$ cat src/rtl/pipeline_pkg.sv
// ---------------------------------------------------------------------------
// pipeline_pkg
// Types and constants shared by the RV32I pipeline stages: the decoder,
// id_ex_stage, ex_mem_stage and the forwarding logic.
//   ctrl_t      : packed control word that travels with an instruction
//   ALUOP_*     : ALU operation encodings carried in ctrl_t.aluop
//   CTRL_NOP    : all-zero control word; a bubble carries this value
//   CNT_*       : index of each event counter inside id_ex_stage
// ---------------------------------------------------------------------------
package pipeline_pkg;

    typedef struct packed {
        logic       regwrite;
        logic       memread;
        logic       memwrite;
        logic       memtoreg;
        logic       alusrc;
        logic       branch;
        logic       jump;
        logic [3:0] aluop;
        logic [2:0] funct3;
    } ctrl_t;

    localparam logic [3:0] ALUOP_ADD   = 4'd0;
    localparam logic [3:0] ALUOP_SUB   = 4'd1;
    localparam logic [3:0] ALUOP_AND   = 4'd2;
    localparam logic [3:0] ALUOP_OR    = 4'd3;
    localparam logic [3:0] ALUOP_XOR   = 4'd4;
    localparam logic [3:0] ALUOP_SLL   = 4'd5;
    localparam logic [3:0] ALUOP_SRL   = 4'd6;
    localparam logic [3:0] ALUOP_SRA   = 4'd7;
    localparam logic [3:0] ALUOP_SLT   = 4'd8;
    localparam logic [3:0] ALUOP_SLTU  = 4'd9;
    localparam logic [3:0] ALUOP_PASSB = 4'd10;

    localparam ctrl_t CTRL_NOP = '0;

    localparam int CNT_BUBBLE = 0;
    localparam int CNT_FLUSH  = 1;

endpackage

$ cat src/rtl/load_use_detector.sv
// ---------------------------------------------------------------------------
// load_use_detector
// Purely combinational load-use hazard check. Flags when the instruction in
// ID reads a register that the load currently in EX has not produced yet.
// Kept as its own module so the decoder can reuse the same equation.
// Ports:
//   idex_valid_i, idex_memread_i, idex_rd_i : instruction currently in EX
//   id_valid_i                              : ID holds a real instruction
//   id_rs1_i/id_use_rs1_i, id_rs2_i/id_use_rs2_i : ID source operands
//   hazard_o                                : load-use hazard this cycle
// ---------------------------------------------------------------------------
module load_use_detector #(
    parameter int RAW = 5
) (
    input  logic           idex_valid_i,
    input  logic           idex_memread_i,
    input  logic [RAW-1:0] idex_rd_i,
    input  logic           id_valid_i,
    input  logic [RAW-1:0] id_rs1_i,
    input  logic           id_use_rs1_i,
    input  logic [RAW-1:0] id_rs2_i,
    input  logic           id_use_rs2_i,
    output logic           hazard_o
);

    logic loadInEx;
    logic rs1Match;
    logic rs2Match;

    // A load targeting x0 never produces a value anyone waits for, so it
    // cannot cause a hazard. Operands that are not actually read are ignored.
    assign loadInEx = idex_valid_i && idex_memread_i && (idex_rd_i != '0);
    assign rs1Match = id_use_rs1_i && (id_rs1_i == idex_rd_i);
    assign rs2Match = id_use_rs2_i && (id_rs2_i == idex_rd_i);
    assign hazard_o = loadInEx && id_valid_i && (rs1Match || rs2Match);

endmodule

$ cat src/rtl/id_ex_stage.sv
// ---------------------------------------------------------------------------
// id_ex_stage
// ID/EX pipeline register of the 5-stage RV32I core. Captures the decoded
// instruction every cycle, inserts a bubble on a load-use hazard or an EX
// branch flush, bypasses the writeback value into the captured operands,
// and keeps saturating bubble/flush event counters.
// Ports:
//   clk_i, rst_i                 : clock, synchronous active-high reset
//   id_*_i                       : decoded ID instruction and regfile data
//   wb_regwrite_i/wb_rd_i/wb_data_i : writeback port (WB->ID bypass source)
//   ex_hold_i                    : downstream stall, keep ID/EX contents
//   ex_flush_i                   : taken branch/jump in EX, kill ID instr
//   stall_fe_o                   : freeze PC and IF/ID (load-use)
//   idex_*_o                     : registered instruction for EX
//   bubble_cnt_o, flush_cnt_o    : saturating event counters
// ---------------------------------------------------------------------------
module id_ex_stage
    import pipeline_pkg::*;
#(
    parameter int XLEN  = 32,
    parameter int RAW   = 5,
    parameter int CNT_W = 16
) (
    input  logic             clk_i,
    input  logic             rst_i,
    input  logic             id_valid_i,
    input  logic [XLEN-1:0]  id_pc_i,
    input  logic [RAW-1:0]   id_rs1_i,
    input  logic [RAW-1:0]   id_rs2_i,
    input  logic             id_use_rs1_i,
    input  logic             id_use_rs2_i,
    input  logic [RAW-1:0]   id_rd_i,
    input  logic [XLEN-1:0]  id_rs1_data_i,
    input  logic [XLEN-1:0]  id_rs2_data_i,
    input  logic [XLEN-1:0]  id_imm_i,
    input  ctrl_t            id_ctrl_i,
    input  logic             wb_regwrite_i,
    input  logic [RAW-1:0]   wb_rd_i,
    input  logic [XLEN-1:0]  wb_data_i,
    input  logic             ex_hold_i,
    input  logic             ex_flush_i,
    output logic             stall_fe_o,
    output logic             idex_valid_o,
    output logic [XLEN-1:0]  idex_pc_o,
    output logic [RAW-1:0]   idex_rs1_o,
    output logic [RAW-1:0]   idex_rs2_o,
    output logic [RAW-1:0]   idex_rd_o,
    output logic [XLEN-1:0]  idex_rs1_data_o,
    output logic [XLEN-1:0]  idex_rs2_data_o,
    output logic [XLEN-1:0]  idex_imm_o,
    output ctrl_t            idex_ctrl_o,
    output logic [CNT_W-1:0] bubble_cnt_o,
    output logic [CNT_W-1:0] flush_cnt_o
);

    logic            valid_q,   valid_d;
    logic [XLEN-1:0] pc_q,      pc_d;
    logic [RAW-1:0]  rs1_q,     rs1_d;
    logic [RAW-1:0]  rs2_q,     rs2_d;
    logic [RAW-1:0]  rd_q,      rd_d;
    logic [XLEN-1:0] rs1Data_q, rs1Data_d;
    logic [XLEN-1:0] rs2Data_q, rs2Data_d;
    logic [XLEN-1:0] imm_q,     imm_d;
    ctrl_t           ctrl_q,    ctrl_d;

    logic            hazard;
    logic            bypassRs1;
    logic            bypassRs2;
    logic [1:0]      cntInc;
    logic [1:0][CNT_W-1:0] cntVal;

    load_use_detector #(
        .RAW (RAW)
    ) uHazard (
        .idex_valid_i   (valid_q),
        .idex_memread_i (ctrl_q.memread),
        .idex_rd_i      (rd_q),
        .id_valid_i     (id_valid_i),
        .id_rs1_i       (id_rs1_i),
        .id_use_rs1_i   (id_use_rs1_i),
        .id_rs2_i       (id_rs2_i),
        .id_use_rs2_i   (id_use_rs2_i),
        .hazard_o       (hazard)
    );

    // The front end only needs to freeze when this stage will actually turn
    // the hazard into a bubble; a flush kills the ID instruction anyway and a
    // hold already freezes everything upstream.
    assign stall_fe_o = hazard && !ex_flush_i && !ex_hold_i && !rst_i;

    // The regfile is written on the same edge this stage captures, so the
    // value being written back is newer than what ID read. x0 is never
    // bypassed because it always reads as zero.
    assign bypassRs1 = wb_regwrite_i && (wb_rd_i != '0) && (wb_rd_i == id_rs1_i);
    assign bypassRs2 = wb_regwrite_i && (wb_rd_i != '0) && (wb_rd_i == id_rs2_i);

    // Next-state selection: hold keeps everything, a flush or hazard loads a
    // bubble (flush wins, since the ID instruction is dead either way), and
    // otherwise the ID instruction is captured. A bubble zeroes the register
    // numbers too so the forwarding unit can never match on it.
    always_comb begin
        valid_d   = valid_q;
        pc_d      = pc_q;
        rs1_d     = rs1_q;
        rs2_d     = rs2_q;
        rd_d      = rd_q;
        rs1Data_d = rs1Data_q;
        rs2Data_d = rs2Data_q;
        imm_d     = imm_q;
        ctrl_d    = ctrl_q;
        cntInc    = 2'b00;

        if (!ex_hold_i) begin
            if (ex_flush_i || hazard) begin
                valid_d   = 1'b0;
                pc_d      = '0;
                rs1_d     = '0;
                rs2_d     = '0;
                rd_d      = '0;
                rs1Data_d = '0;
                rs2Data_d = '0;
                imm_d     = '0;
                ctrl_d    = CTRL_NOP;
                cntInc[CNT_FLUSH]  = ex_flush_i;
                cntInc[CNT_BUBBLE] = !ex_flush_i;
            end else begin
                valid_d   = id_valid_i;
                pc_d      = id_pc_i;
                rs1_d     = id_rs1_i;
                rs2_d     = id_rs2_i;
                rd_d      = id_rd_i;
                rs1Data_d = bypassRs1 ? wb_data_i : id_rs1_data_i;
                rs2Data_d = bypassRs2 ? wb_data_i : id_rs2_data_i;
                imm_d     = id_imm_i;
                ctrl_d    = id_ctrl_i;
            end
        end
    end

    // Pipeline register with synchronous reset to an empty NOP slot.
    always_ff @(posedge clk_i) begin
        if (rst_i) begin
            valid_q   <= 1'b0;
            pc_q      <= '0;
            rs1_q     <= '0;
            rs2_q     <= '0;
            rd_q      <= '0;
            rs1Data_q <= '0;
            rs2Data_q <= '0;
            imm_q     <= '0;
            ctrl_q    <= CTRL_NOP;
        end else begin
            valid_q   <= valid_d;
            pc_q      <= pc_d;
            rs1_q     <= rs1_d;
            rs2_q     <= rs2_d;
            rd_q      <= rd_d;
            rs1Data_q <= rs1Data_d;
            rs2Data_q <= rs2Data_d;
            imm_q     <= imm_d;
            ctrl_q    <= ctrl_d;
        end
    end

    // One saturating counter per event type. Sticking at all-ones keeps a
    // long-running count from wrapping back to a misleadingly small value.
    for (genvar g = 0; g < 2; g++) begin : gEvtCnt
        logic [CNT_W-1:0] count_q, count_d;

        always_comb begin
            count_d = count_q;
            if (cntInc[g] && (count_q != {CNT_W{1'b1}})) begin
                count_d = count_q + 1'b1;
            end
        end

        always_ff @(posedge clk_i) begin
            if (rst_i) begin
                count_q <= '0;
            end else begin
                count_q <= count_d;
            end
        end

        assign cntVal[g] = count_q;
    end

    assign idex_valid_o    = valid_q;
    assign idex_pc_o       = pc_q;
    assign idex_rs1_o      = rs1_q;
    assign idex_rs2_o      = rs2_q;
    assign idex_rd_o       = rd_q;
    assign idex_rs1_data_o = rs1Data_q;
    assign idex_rs2_data_o = rs2Data_q;
    assign idex_imm_o      = imm_q;
    assign idex_ctrl_o     = ctrl_q;
    assign bubble_cnt_o    = cntVal[CNT_BUBBLE];
    assign flush_cnt_o     = cntVal[CNT_FLUSH];

endmodule

$ cat config.mk
export PLATFORM = sky130hd
export DESIGN_NAME = id_ex_stage
export DESIGN_NICKNAME = d
export VERILOG_FILES = /design/src/rtl/pipeline_pkg.sv /design/src/rtl/load_use_detector.sv /design/src/rtl/id_ex_stage.sv
export SDC_FILE = /design/constraint.sdc
export NUM_CORES = 1
export LEC_CHECK = 0
export ABC_CLOCK_PERIOD_IN_PS = 3650
export BUFFER_PORTS_ARGS = -buffer_cell sky130_fd_sc_hd__buf_2
export CAP_MARGIN = 20
export CORE_AREA = 2 2 155 157
export CTS_CLUSTER_DIAMETER = 30
export DETAILED_ROUTE_END_ITERATION = 12
export DIE_AREA = 0 0 157 159
export GPL_TIMING_DRIVEN = 0
export PLACE_DENSITY = 0.62
export SLEW_MARGIN = 10
export SYNTH_ARGS = -nofsm -noshare
export SYNTH_HDL_FRONTEND = slang
export SYNTH_SLANG_ARGS = --single-unit
$ cat constraint.sdc
create_clock -name clk_i -period 3.65 [get_ports clk_i]
set_clock_uncertainty 0.2 [all_clocks]
set_input_delay 0 -clock clk_i [delete_from_list [all_inputs] [get_ports clk_i]]
set_output_delay 0 -clock clk_i [all_outputs]
set_load 0.01 [all_outputs]
### Word-level counts from Yosys, hierarchy flattened

Index checks and enable logic that the tools add are counted.
W data, S select, Z words.

* word-level logic and storage cells: 61
* output and inout bits: 191
* bits of input ports: 202
* register bits: 190

* eq/ne operators: 6
* muxes and demuxes: 13
* add/subtract/negate cells: 2
* reduce and logical (&&, ||, !) cells: 21

Operators with widths (number)
* $mux W32: 6
* $add A16 B1 Y16 const B: 2
* $ne A16 B16 Y1 const B: 2
* $eq A5 B5 Y1: 4
* $mux W5: 3
* $logic_and A1 B1 Y1: 14
* $mux W14: 1
* $reduce_bool A5 Y1: 2
* $mux W2: 2
* $logic_not A1 Y1: 3
* $logic_or A1 B1 Y1: 2
* $mux W1: 1

### Longest topological paths before layout

Gate-level depths: netlist of the first run.

* depth in word-level cells: 8
* mapped depth: 8

### Modules after synthesis

A second synthesis of the first run with hierarchy kept.

* cells, all modules: 888
* area, all modules: 7910.1 µm²

Modules (own cells, without submodules)
* id_ex_stage: cells an instance 871, seq. area each 3803.6 µm², times used 1, area an instance 7778.7 µm²
* load_use_detector: cells an instance 17, seq. area each 0.0 µm², times used 1, area an instance 131.4 µm²

### Worst setup path after synthesis of the first run

Ideal clock, no wire load.

* path type: register -> register
* start point: register gEvtCnt[0].count_q[0], in the netlist bubble_cnt_o[0]
* end point: register gEvtCnt[0].count_q[1], in the netlist bubble_cnt_o[1]
* setup time: 0.128 ns
* slack: 1.397 ns
* clock period less this slack: 2.253 ns
* data arrival time: 1.926 ns
* stages on the path, launching flop included: 8
* required time: 3.322 ns
* path buffers: 1
* path through: dfxtp_1 -> ha_1 -> and3_1 -> nand3_1 -> o311ai_1 -> buf_2 -> mux2i_1 -> nor2_1

* longest elaborated chain between the ends: 2
* elaborated cells between the ends (all ways): 3

Ends and longest elaborated chain
* start, declared: RTL line id_ex_stage.sv:168 `logic [CNT_W-1:0] count_q, count_d;`
* start signal, assigned: RTL line id_ex_stage.sv:181 `count_q <= count_d;`
* branches (longest 2 deep; another with $add A16 B1 Y16)

Several ways; the timed one is not identified.
A chain may end at the register's enable or synchronous reset.

### Worst setup path in the final report of the first run

* start point: input port id_rs1_i[2]
* end point: register rs1Data_q[23], in the netlist idex_rs1_data_o[23]

* longest elaborated chain between the ends: 6
* elaborated cells between the ends (all ways): 9

Ends and longest elaborated chain
* start, declared: RTL line id_ex_stage.sv:28 `input logic [RAW-1:0] id_rs1_i,`
* $eq A5 B5 Y1: RTL line load_use_detector.sv:33 `assign rs1Match = id_use_rs1_i && (id_rs1_i == idex_rd_i);`
* $logic_and A1 B1 Y1: RTL line load_use_detector.sv:33
* $logic_or A1 B1 Y1: RTL line load_use_detector.sv:35 `assign hazard_o = loadInEx && id_valid_i && (rs1Match || rs2Match);`
* $logic_and A1 B1 Y1: RTL line load_use_detector.sv:35
* $logic_or A1 B1 Y1: RTL line id_ex_stage.sv:114 `if (ex_flush_i || hazard) begin`
* $mux W32 *: RTL line id_ex_stage.sv:114
* end signal, assigned: RTL line id_ex_stage.sv:158 `rs1Data_q <= rs1Data_d;`
* end, declared: RTL line id_ex_stage.sv:61 `logic [XLEN-1:0] rs1Data_q, rs1Data_d;`

Mark *: on every way between the ends. The rest lies on a longest branch, timed or not.

==> flow_summary.yaml, run 1 <==
final_layout:
  drive_gt1_share_pct: 33.5
  multiInputGateArea_mm2: 0.00318
  fin_area_mm2: 0.0126
  finalNonFillerCells: 1690
  fillerInstances: 2063
  regArea_mm2: 0.00380
  utilization_pct: 54.4
  fin_nets: 1557
  areaGrowthSynthToFinish_pct: 73.7
timing:
  setup_ws_ns: 0.377
  drv_slew: 0
  period_needed_ns: 3.27
  hold_violations: 0
  final.setup.tns_ns: 0
  period_share_pct: 89.7
  maxSlewHeadroom_pct: 35.8
  finalSetupViolCount: 0
  tightest_slew_ns: 0.956
  timing.fmax_mhz: 306
  rsz0062_at_grt: "no"
  holdWs_ns: 0.0374
logic_synthesis:
  synth-seq-cells: 190
  yosysWarnings: 0
  synth_edf_count: 0
  synth_area_mm2: 0.00726
  syn-instance-count: 706
  ys.flop_type: "dfxtp_1"
  async_flop_share_pct: 0
  avgSynthCellArea_um2: 10.3
  synth.distinct_cells: 38
  yosysSeqAreaShare_pct: 52.4
  synth_fp_nets: 910
clocking:
  cts_buffers: 17
  tritoncts: "built"
  cts_setup_buffers: 0
  clk_path_buf_depth: 2
  clk_pin_slew_ns: 0.07
  ctsRootBufferMaster: "clkbuf_16"
  clk_latency_ns: 0.43
  h-tree-depth: 4
  cts_sinks: 190
critical_path:
  critPathMaxFanout: 10
  r2r_cells: 7
  critical_path_arrival_ns: 3.39
  rrSetupSlack_ns: 0.74
  rr_endpoint: "bubble_cnt_o[12]"
  crit_required_ns: 3.76
  rr_startpoint: "idex_rd_o[1]"
  cp-start-kind: "input pin"
  crit_path_end_kind: "flip-flop"
  critPathKind: "input pin to flip-flop"
min_path:
  hold_path_depth: 6
  min-delay-start: "id_use_rs1_i"
  worstHoldPathType: "input pin to flip-flop"
  worstHoldEndpoint: "bubble_cnt_o[9]"
pwr:
  finalPower_mw: 4.78
  leakage_nw: 5.72
  ir_drop_v: 0.000240
  power_density_mw_per_mm2: 379
floorplan:
  die_w_um: 157
  io_pins: 393
  start_util_pct: 31.3
  core-area_mm2: 0.0232
  row_count: 56
  die_h_um: 159
  die_area_mm2: 0.0250
route:
  drc: 0
  routed-via-count: 7927
  routed_wl_mm: 29.5
  detail_route.wl_per_cell_um: 17.5
  drt-vias-per-instance: 4.69
  drt_iter0_drc: 375
  firstDrtPassIters: 4
  antenna_left: 0
place:
  port-buffer-count: 392
  dp_cells: 1417
  dpl.hpwl_mm: 20.4
  place_area_mm2: 0.00962
  dp_slack_ns: 0.920
  place_congestion: 0.828
job:
  maxCapViolCount: 0
outcome:
  status: "finished clean"
global_route:
  grt_overflow_total: 0
  grt_usage_pct: 23.1
  first_global_vias: 8275
  antenna_found_initial: 5
  grt_pass1_wl_mm: 44.7
  grt_max_degree: 20
[sequential cells by signal, summed over array words and instances (netlist names)]
signal,cells
idex_rs2_data_o,32
idex_ctrl_o,14
bubble_cnt_o,16
flush_cnt_o,16
idex_rs2_o,5
idex_imm_o,32
idex_pc_o,32
idex_valid_o,1
idex_rd_o,5
idex_rs1_o,5
idex_rs1_data_o,32
[final cells by class]
| cell class | count | area share, % |
|---|---|---|
| timing repair buffer | 628 | 34.3 |
| antenna | 5 | 0.0992 |
| clock inverter | 14 | 1.34 |
| clock buffer | 18 | 3.48 |
| buffer | 47 | 2.09 |
| multi-input combinational | 462 | 25.2 |
| sequential | 190 | 30.2 |
| inverter | 7 | 0.208 |
| tap | 319 | 3.16 |
[synth_stat cells (3+ instances only)]
| master | n | area (µm²) |
|---|---|---|
| dfxtp_1 | 190 | 3800 |
| a22o_1 | 94 | 823 |
| nand2_1 | 75 | 282 |
| mux2i_1 | 67 | 671 |
| o21ai_1 | 60 | 300 |
| nor2_1 | 30 | 113 |
| xnor2_1 | 22 | 193 |
| clkbuf_1 | 19 | 71.3 |
| buf_2 | 16 | 80.1 |
| xor2_1 | 16 | 140 |
| nand3_1 | 15 | 75.1 |
| o21ai_0 | 10 | 50.1 |
| a21oi_1 | 9 | 45.0 |
| nand4_1 | 9 | 56.3 |
| or4_1 | 9 | 67.6 |
| buf_6 | 7 | 78.8 |
| inv_1 | 7 | 26.3 |
| and3_1 | 6 | 37.5 |
| or3_1 | 6 | 37.5 |
| and2_1 | 5 | 31.3 |
| buf_4 | 4 | 30.0 |
| nor3_1 | 4 | 20.0 |
| o31ai_1 | 4 | 30.0 |
| nor4_1 | 3 | 18.8 |
| nor4_2 | 3 | 37.5 |
[layer usage]
| metal | share of wire, % | track usage, % |
|---|---|---|
| met1 | 40 | 26.0 |
| met3 | 6.6 | 5.36 |
| met4 | 3.4 | 10.3 |
| met2 | 50 | 41.1 |
| met5 | 0 | 0 |
[power breakdown]
part / internal, mW / total (mW) / switching, mW
logic: 0.382 / 0.674 / 0.292
registers: 2.14 / 2.19 / 0.0431
clock network: 1.00 / 1.92 / 0.917
[layout by cell type, fill, tap and decap left out, types with 2 or more instances in the layout]
master / netlist / routed
xnor2_1: 22 / 22
nand2_1: 75 / 75
nand3_1: 15 / 15
and4_1: 2 / 2
nand4_1: 9 / 9
dfxtp_1: 190 / 190
clkinvlp_4: 0 / 2
diode_2: 0 / 5
nor4_1: 3 / 3
or4_1: 9 / 9
clkinv_8: 0 / 2
nor2_1: 30 / 30
nor3_1: 4 / 4
clkbuf_16: 0 / 17
ha_1: 2 / 2
mux2i_1: 67 / 67
dlygate4sd3_1: 0 / 236
buf_6: 7 / 7
xor2_1: 16 / 16
buf_4: 4 / 4
inv_6: 0 / 3
clkbuf_1: 19 / 19
nor4_2: 3 / 2
o31ai_1: 4 / 4
o21ai_0: 10 / 10
o21ai_1: 60 / 60
inv_1: 7 / 7
buf_2: 16 / 408
and2_1: 5 / 5
or3_1: 6 / 6
a21oi_1: 9 / 9
mux2_2: 2 / 2
inv_8: 0 / 5
and3_1: 6 / 6
a22o_1: 94 / 94
[critical path, stage by stage]
cell	delay, ns
dlygate4sd3_1	0.55
buf_2	0.17
xnor2_1	0.16
nand3_1	0.14
nor4_4	0.51
buf_2	0.42
mux2i_1	0.23
dlygate4sd3_1	0.57
o21ai_0	0.07
dlygate4sd3_1	0.56
[logic make-up (layout without fill, tap and decap cells)]
family	after synthesis	in the layout	share of synthesized area, %
adder cells (fa/ha/maj)	2	2	0.345
XOR/XNOR	38	38	4.58
flip-flops	190	190	52.4
other	0	5	0
AO/OA/AOI/OAI	185	185	18.1
multiplexers	69	69	9.55
buffers and inverters	54	714	4.00
AND/OR/NAND/NOR	168	168	11.0
[timing repair]
| action | 4_1_cts | 5_1_grt |
|---|---|---|
| gates resized for setup | 0 | 1 |
| endpoints found under the hold margin | 168 | 0 |
| hold buffers | 236 | 0 |
| endpoints found under the setup margin | 0 | 2 |
[worst max-delay path by stage]
stage	from	endpoint	slack, ns	depth (start not counted)
after detailed placement	idex_rd_o[2]	idex_pc_o[7]	0.92	7
after floorplan	bubble_cnt_o[0]	bubble_cnt_o[1]	1.40	7
after CTS	id_rs1_i[0]	idex_rs1_data_o[23]	0.15	10
after global placement	bubble_cnt_o[0]	bubble_cnt_o[1]	0.94	7
final	id_rs1_i[2]	idex_rs1_data_o[23]	0.38	10
after global routing	id_rs1_i[2]	idex_rs1_data_o[22]	0.15	10
No activity file was read; power rests on OpenSTA's default activity.
==> inputs of run 2 (changes only) <==
--- a/config.mk
+++ b/config.mk
@@ -6,14 +6,14 @@
 export NUM_CORES = 1
 export LEC_CHECK = 0
 export ABC_CLOCK_PERIOD_IN_PS = 3650
-export BUFFER_PORTS_ARGS = -buffer_cell sky130_fd_sc_hd__buf_2
+export BUFFER_PORTS_ARGS = -buffer_cell sky130_fd_sc_hd__buf_4
 export CAP_MARGIN = 20
-export CORE_AREA = 2 2 155 157
+export CORE_AREA = 2 2 152 154
 export CTS_CLUSTER_DIAMETER = 30
 export DETAILED_ROUTE_END_ITERATION = 12
-export DIE_AREA = 0 0 157 159
+export DIE_AREA = 0 0 154 156
 export GPL_TIMING_DRIVEN = 0
-export PLACE_DENSITY = 0.62
+export PLACE_DENSITY = 0.64
 export SLEW_MARGIN = 10
 export SYNTH_ARGS = -nofsm -noshare
 export SYNTH_HDL_FRONTEND = slang
==> flow_summary.yaml, run 2 (synthesis gave the netlist of run 1 again) <==
pwr:
  p_comb_share_pct: 15.8
  leakage_nw: 5.90
  power.share.switching_pct: 27.5
  ir_drop_v: 0.000263
  intPower_mw: 3.57
  finalPower_mw: 4.93
  p_seq_share_pct: 44.4
  switchingPower_mw: 1.35
  power_density_mw_per_mm2: 364
  p_clk_share_pct: 39.8
global_route:
  grt_overflow_total: 0
  antenna_found_initial: 0
  first_global_vias: 8320
  grt_pass1_wl_mm: 45.4
  grt_usage_pct: 24.1
  grt_max_degree: 23
clocking:
  ctsRootBufferMaster: "clkbuf_16"
  h-tree-depth: 4
  tritoncts: "built"
  cts_sinks: 190
  clk_pin_slew_ns: 0.08
  cts_setup_buffers: 0
  clk_path_buf_depth: 2
  clk_latency_ns: 0.44
  cts_buffers: 17
outcome:
  status: "finished clean"
floorplan:
  core-area_mm2: 0.0224
  start_util_pct: 32.5
  die_h_um: 156
  io_pins: 393
  row_count: 55
  die_w_um: 154
  die_area_mm2: 0.0240
critical_path:
  crit_path_end_kind: "flip-flop"
  crit_slowest_cell: "nor4_2"
  critical_path_arrival_ns: 3.55
  crit_top_cell: "dlygate4sd3_1"
  crit_chain: "dlygate4sd3_1, buf_4, xnor2_1, nand3_1, nor4_2, buf_2, mux2i_1, dlygate4sd3_1, o21ai_0, dlygate4sd3_1"
  critPathKind: "input pin to flip-flop"
  cp-start-kind: "input pin"
  crit_required_ns: 3.77
  critPathMaxFanout: 10
  slowest_delay_ns: 0.67
timing:
  period_share_pct: 94.0
  tightest_slew_ns: 0.966
  maxSlewHeadroom_pct: 35.1
  drv_slew: 0
  rsz0062_at_grt: "no"
  timing.fmax_mhz: 291
  hold_violations: 0
  final.setup.tns_ns: 0
  holdWs_ns: 0.0475
  period_needed_ns: 3.43
  setup_ws_ns: 0.219
  finalSetupViolCount: 0
final_layout:
  fin_area_mm2: 0.0135
  drive_gt1_share_pct: 33.6
  fin_nets: 1555
  finalNonFillerCells: 1649
  n_antenna_cell: 0
  areaGrowthSynthToFinish_pct: 86.3
  mostFrequentLayoutCells: "buf_4, dlygate4sd3_1, dfxtp_1"
  utilization_pct: 60.5
  layout_commonest_cell: "buf_4"
min_path:
  worstHoldPathType: "input pin to flip-flop"
route:
  drt-vias-per-instance: 4.86
  routed_wl_mm: 29.9
  routed-via-count: 8008
  drc: 0
  drt_iter0_drc: 380
  detail_route.wl_per_cell_um: 18.1
  antenna_left: 0
  firstDrtPassIters: 4
place:
  place_area_mm2: 0.0106
  dp_cells: 1383
  dp_slack_ns: 0.927
  port-buffer-count: 392
  place_congestion: 0.836
  dpl.hpwl_mm: 20.5
job:
  maxCapViolCount: 0
==> run 2: cell types whose count changed in the layout (fill, tap and decap cells not counted), sizes merged <==
| cell | previous run | this run |
|---|---|---|
| dlygate4sd3 | 236 | 234 |
| diode | 5 | 0 |
| inv | 15 | 16 |
| clkbuf | 37 | 36 |
| clkinv | 3 | 6 |
| clkinvlp | 2 | 0 |
| bufinv | 1 | 0 |
==> run 2: worst max-delay path, delay by kind of cell <==
family / cells / cell delay [ns]
AND/OR/NAND/NOR: 2 / 0.78
AO/OA/AOI/OAI: 1 / 0.08
buffers and inverters: 5 / 2.30
multiplexers: 1 / 0.22
XOR/XNOR: 1 / 0.15
==> run 2: metal layers <==
layer	GRT usage, %	up-vias	wire length [µm]
met4	8.50	0	785
met1	27.3	3763	12100
met5	0	-	0
li1	-	3849	-
met3	6.56	55	2120
met2	43.4	341	15000
==> run 2: area by class of cell <==
type / instances / area, µm²
fillers: 1825 / 8830
repair buffers: 626 / 5290
flip-flops and latches: 190 / 3800
multi-input cells: 462 / 3170
clock buffers: 17 / 425
well taps: 285 / 357
plain buffers: 47 / 264
clock inverters: 15 / 201
inverters: 7 / 26.3
==> run 2: timing repair <==
| item | in CTS | in global routing |
|---|---|---|
| hold buffers | 234 | 0 |
| resized for setup | 0 | 0 |
| endpoints found under the hold margin | 169 | 0 |
==> run 2: power groups by stage <==
stage	Clock (mW)	Combinational [mW]	Sequential (mW)
after floorplan	0	0.166	2.26
after global placement	0	0.552	2.23
after detailed placement	0	0.557	2.23
after CTS	2.00	0.763	2.19
after global routing	2.08	0.826	2.20
final	1.96	0.778	2.19
==> run 2: worst paths after layout <==
path | startpoint | endpoint | slack [ns] | depth (start not counted)
worst min register to register | idex_rs2_data_o[13] | idex_rs2_data_o[13] | 0.25 | 2
worst max-delay path | id_rs1_i[0] | idex_rs1_data_o[22] | 0.22 | 10
worst min-delay path | id_use_rs2_i | bubble_cnt_o[13] | 0.05 | 6
worst max register to register | idex_rd_o[1] | idex_rs1_data_o[20] | 0.67 | 7
==> inputs of run 3 (changes only) <==
--- a/config.mk
+++ b/config.mk
@@ -5,15 +5,17 @@
 export SDC_FILE = /design/constraint.sdc
 export NUM_CORES = 1
 export LEC_CHECK = 0
+export ABC_AREA = 1
 export ABC_CLOCK_PERIOD_IN_PS = 3650
 export BUFFER_PORTS_ARGS = -buffer_cell sky130_fd_sc_hd__buf_4
 export CAP_MARGIN = 20
-export CORE_AREA = 2 2 152 154
+export CORE_AREA = 2 2 160 162
 export CTS_CLUSTER_DIAMETER = 30
+export CTS_CLUSTER_SIZE = 20
 export DETAILED_ROUTE_END_ITERATION = 12
-export DIE_AREA = 0 0 154 156
+export DIE_AREA = 0 0 162 164
 export GPL_TIMING_DRIVEN = 0
-export PLACE_DENSITY = 0.64
+export PLACE_DENSITY = 0.65
 export SLEW_MARGIN = 10
 export SYNTH_ARGS = -nofsm -noshare
 export SYNTH_HDL_FRONTEND = slang
==> flow_summary.yaml, run 3 <==
floorplan:
  die_w_um: 162
  io_pins: 393
  start_util_pct: 34.5
  die_h_um: 164
  core-area_mm2: 0.0248
  row_count: 58
  die_area_mm2: 0.0266
critical_path:
  crit_slowest_cell: "dlygate4sd3_1"
  crit_path_end_kind: "flip-flop"
  cp.depth: 12
  crit_family: "buffers and inverters"
  critPathMaxFanout: 6
  critPathKind: "input pin to flip-flop"
  crit_chain: "dlygate4sd3_1, buf_4, xor2_1, nor2_1, nand3_1, nand2_1, nand2_1, dlygate4sd3_1, nor2_1, dlygate4sd3_1, nor2_1, nor2_1"
  crit_top_cell: "nor2_1"
  critical_path_arrival_ns: 3.05
  r2r_cells: 12
  worstPathBufferInverterCount: 4
  slowest_delay_ns: 0.55
  crit_required_ns: 3.81
  cp-start-kind: "input pin"
pwr:
  power_density_mw_per_mm2: 335
  finalPower_mw: 4.93
  leakage_nw: 6.64
  ir_drop_v: 0.000276
final_layout:
  areaGrowthSynthToFinish_pct: 71.9
  fin_area_mm2: 0.0147
  drive_gt1_share_pct: 24.1
  fillerInstances: 2300
  regArea_mm2: 0.00380
  layout_commonest_cell: "nand2_1"
  multiInputGateArea_mm2: 0.00413
  fin_nets: 2115
  mostFrequentLayoutCells: "nand2_1, buf_4, dlygate4sd3_1"
logic_synthesis:
  synth.distinct_cells: 32
  yosysTopAreaCell: "dfxtp_1"
  synth_edf_count: 0
  netlist_top_cells_area: "dfxtp_1, nand2_1, a21oi_1, nand3_1, nor2_1"
  avgSynthCellArea_um2: 6.71
  synth.top_cell.area_share_pct: 44.4
  syn-instance-count: 1277
  yosysWarnings: 0
  yosysMostFrequentCell: "nand2_1"
  yosysSeqAreaShare_pct: 44.4
  ys.flop_type: "dfxtp_1"
  synth.top_cells.by_count: "nand2_1, dfxtp_1, a21oi_1"
  synth_fp_nets: 1481
  async_flop_share_pct: 0
  synth_area_mm2: 0.00856
  synth-seq-cells: 190
place:
  place_area_mm2: 0.0119
  port-buffer-count: 390
  dpl.hpwl_mm: 25.5
  dp_slack_ns: 1.43
  place_congestion: 0.913
clocking:
  clk_path_buf_depth: 2
  clk_pin_slew_ns: 0.07
  h-tree-depth: 4
  cts_setup_buffers: 0
  clk_latency_ns: 0.43
  cts_sinks: 190
  tritoncts: "built"
  ctsRootBufferMaster: "clkbuf_16"
  cts_buffers: 17
job:
  maxCapViolCount: 0
global_route:
  first_global_vias: 10500
  grt_max_degree: 19
  grt_overflow_total: 0
  grt_pass1_wl_mm: 53.8
  antenna_found_initial: 1
  grt_usage_pct: 25.8
route:
  drt_iter0_drc: 672
  drc: 0
  antenna_left: 0
  routed_wl_mm: 35.4
  routed-via-count: 10900
  firstDrtPassIters: 6
  drt-vias-per-instance: 4.82
  detail_route.wl_per_cell_um: 15.7
timing:
  tightest_slew_ns: 0.864
  finalSetupViolCount: 0
  hold_violations: 0
  final.setup.tns_ns: 0
  period_needed_ns: 2.88
  maxSlewHeadroom_pct: 42.4
  period_share_pct: 79.0
  drv_slew: 0
  rsz0062_at_grt: "no"
  timing.fmax_mhz: 347
  setup_ws_ns: 0.767
min_path:
  hold_path_depth: 9
  worstHoldPathType: "input pin to flip-flop"
outcome:
  status: "finished clean"
-- run 3: stage by stage --
stage	instances	util, %	hold WS (ns)
final	2255	59.3	0.0620
after global routing	2255	59.3	0.107
after CTS	2254	59.3	0.0268
after detailed placement	1997	48.0	0.0605
after global placement	1997	48.0	0.0514
after floorplan	1277	-	-0.0572
-- run 3: layer usage --
metal / vias to the layer above / GRT usage [%] / wire length [µm]
met4: 0 / 12.6 / 1620
li1: 5342 / - / -
met2: 413 / 44.5 / 17200
met1: 5013 / 29.7 / 13900
met5: - / 0 / 0
met3: 90 / 6.57 / 2690
-- run 3: what timing repair did --
item,4_1_cts,5_1_grt
hold buffers,225,0
endpoints found under the hold margin,181,0
gates resized for setup,0,0
-- run 3: cell families after synthesis --
| group | synth area share (%) |
|---|---|
| simple gates | 35.4 |
| flops | 44.4 |
| compound gates | 11.0 |
| buf+inv | 7.39 |
| xor+xnor | 1.43 |
| fa+ha+maj | 0.292 |
-- run 3: worst min-delay path, stage by stage --
cell and delay (ns):
buf_4 0.11, nand2_1 0.06, nor2_1 0.04, nand3_1 0.11, nand2_4 0.10, nand4_1 0.10, nand2_1 0.05, inv_1 0.04
nor2_1 0.03
-- run 3: where the power goes --
| group | leakage [nW] | internal [mW] | switching (mW) |
|---|---|---|---|
| Clock | 0.276 | 0.924 | 0.907 |
| Combinational | 4.82 | 0.496 | 0.421 |
| Sequential | 1.55 | 2.14 | 0.0425 |
-- run 3: final cells by class --
type	count	share of cell area (%)
Timing Repair Buffer	615	35.2
Multi-Input combinational cell	956	28.0
Sequential cell	190	25.8
Clock buffer	19	3.01
Buffer	77	2.92
Tap cell	330	2.80
Inverter	54	1.38
Clock inverter	13	0.833
Antenna cell	1	0.0170
-- run 3: final timing paths --
| kind | start | to | slack (ns) |
|---|---|---|---|
| max reg2reg | idex_rd_o[2] | idex_rs1_data_o[19] | 1.38 |
| min | id_use_rs2_i | bubble_cnt_o[10] | 0.06 |
| max | id_rs1_i[2] | idex_rs1_data_o[19] | 0.77 |
| min reg2reg | idex_rs1_data_o[20] | idex_rs1_data_o[20] | 0.26 |
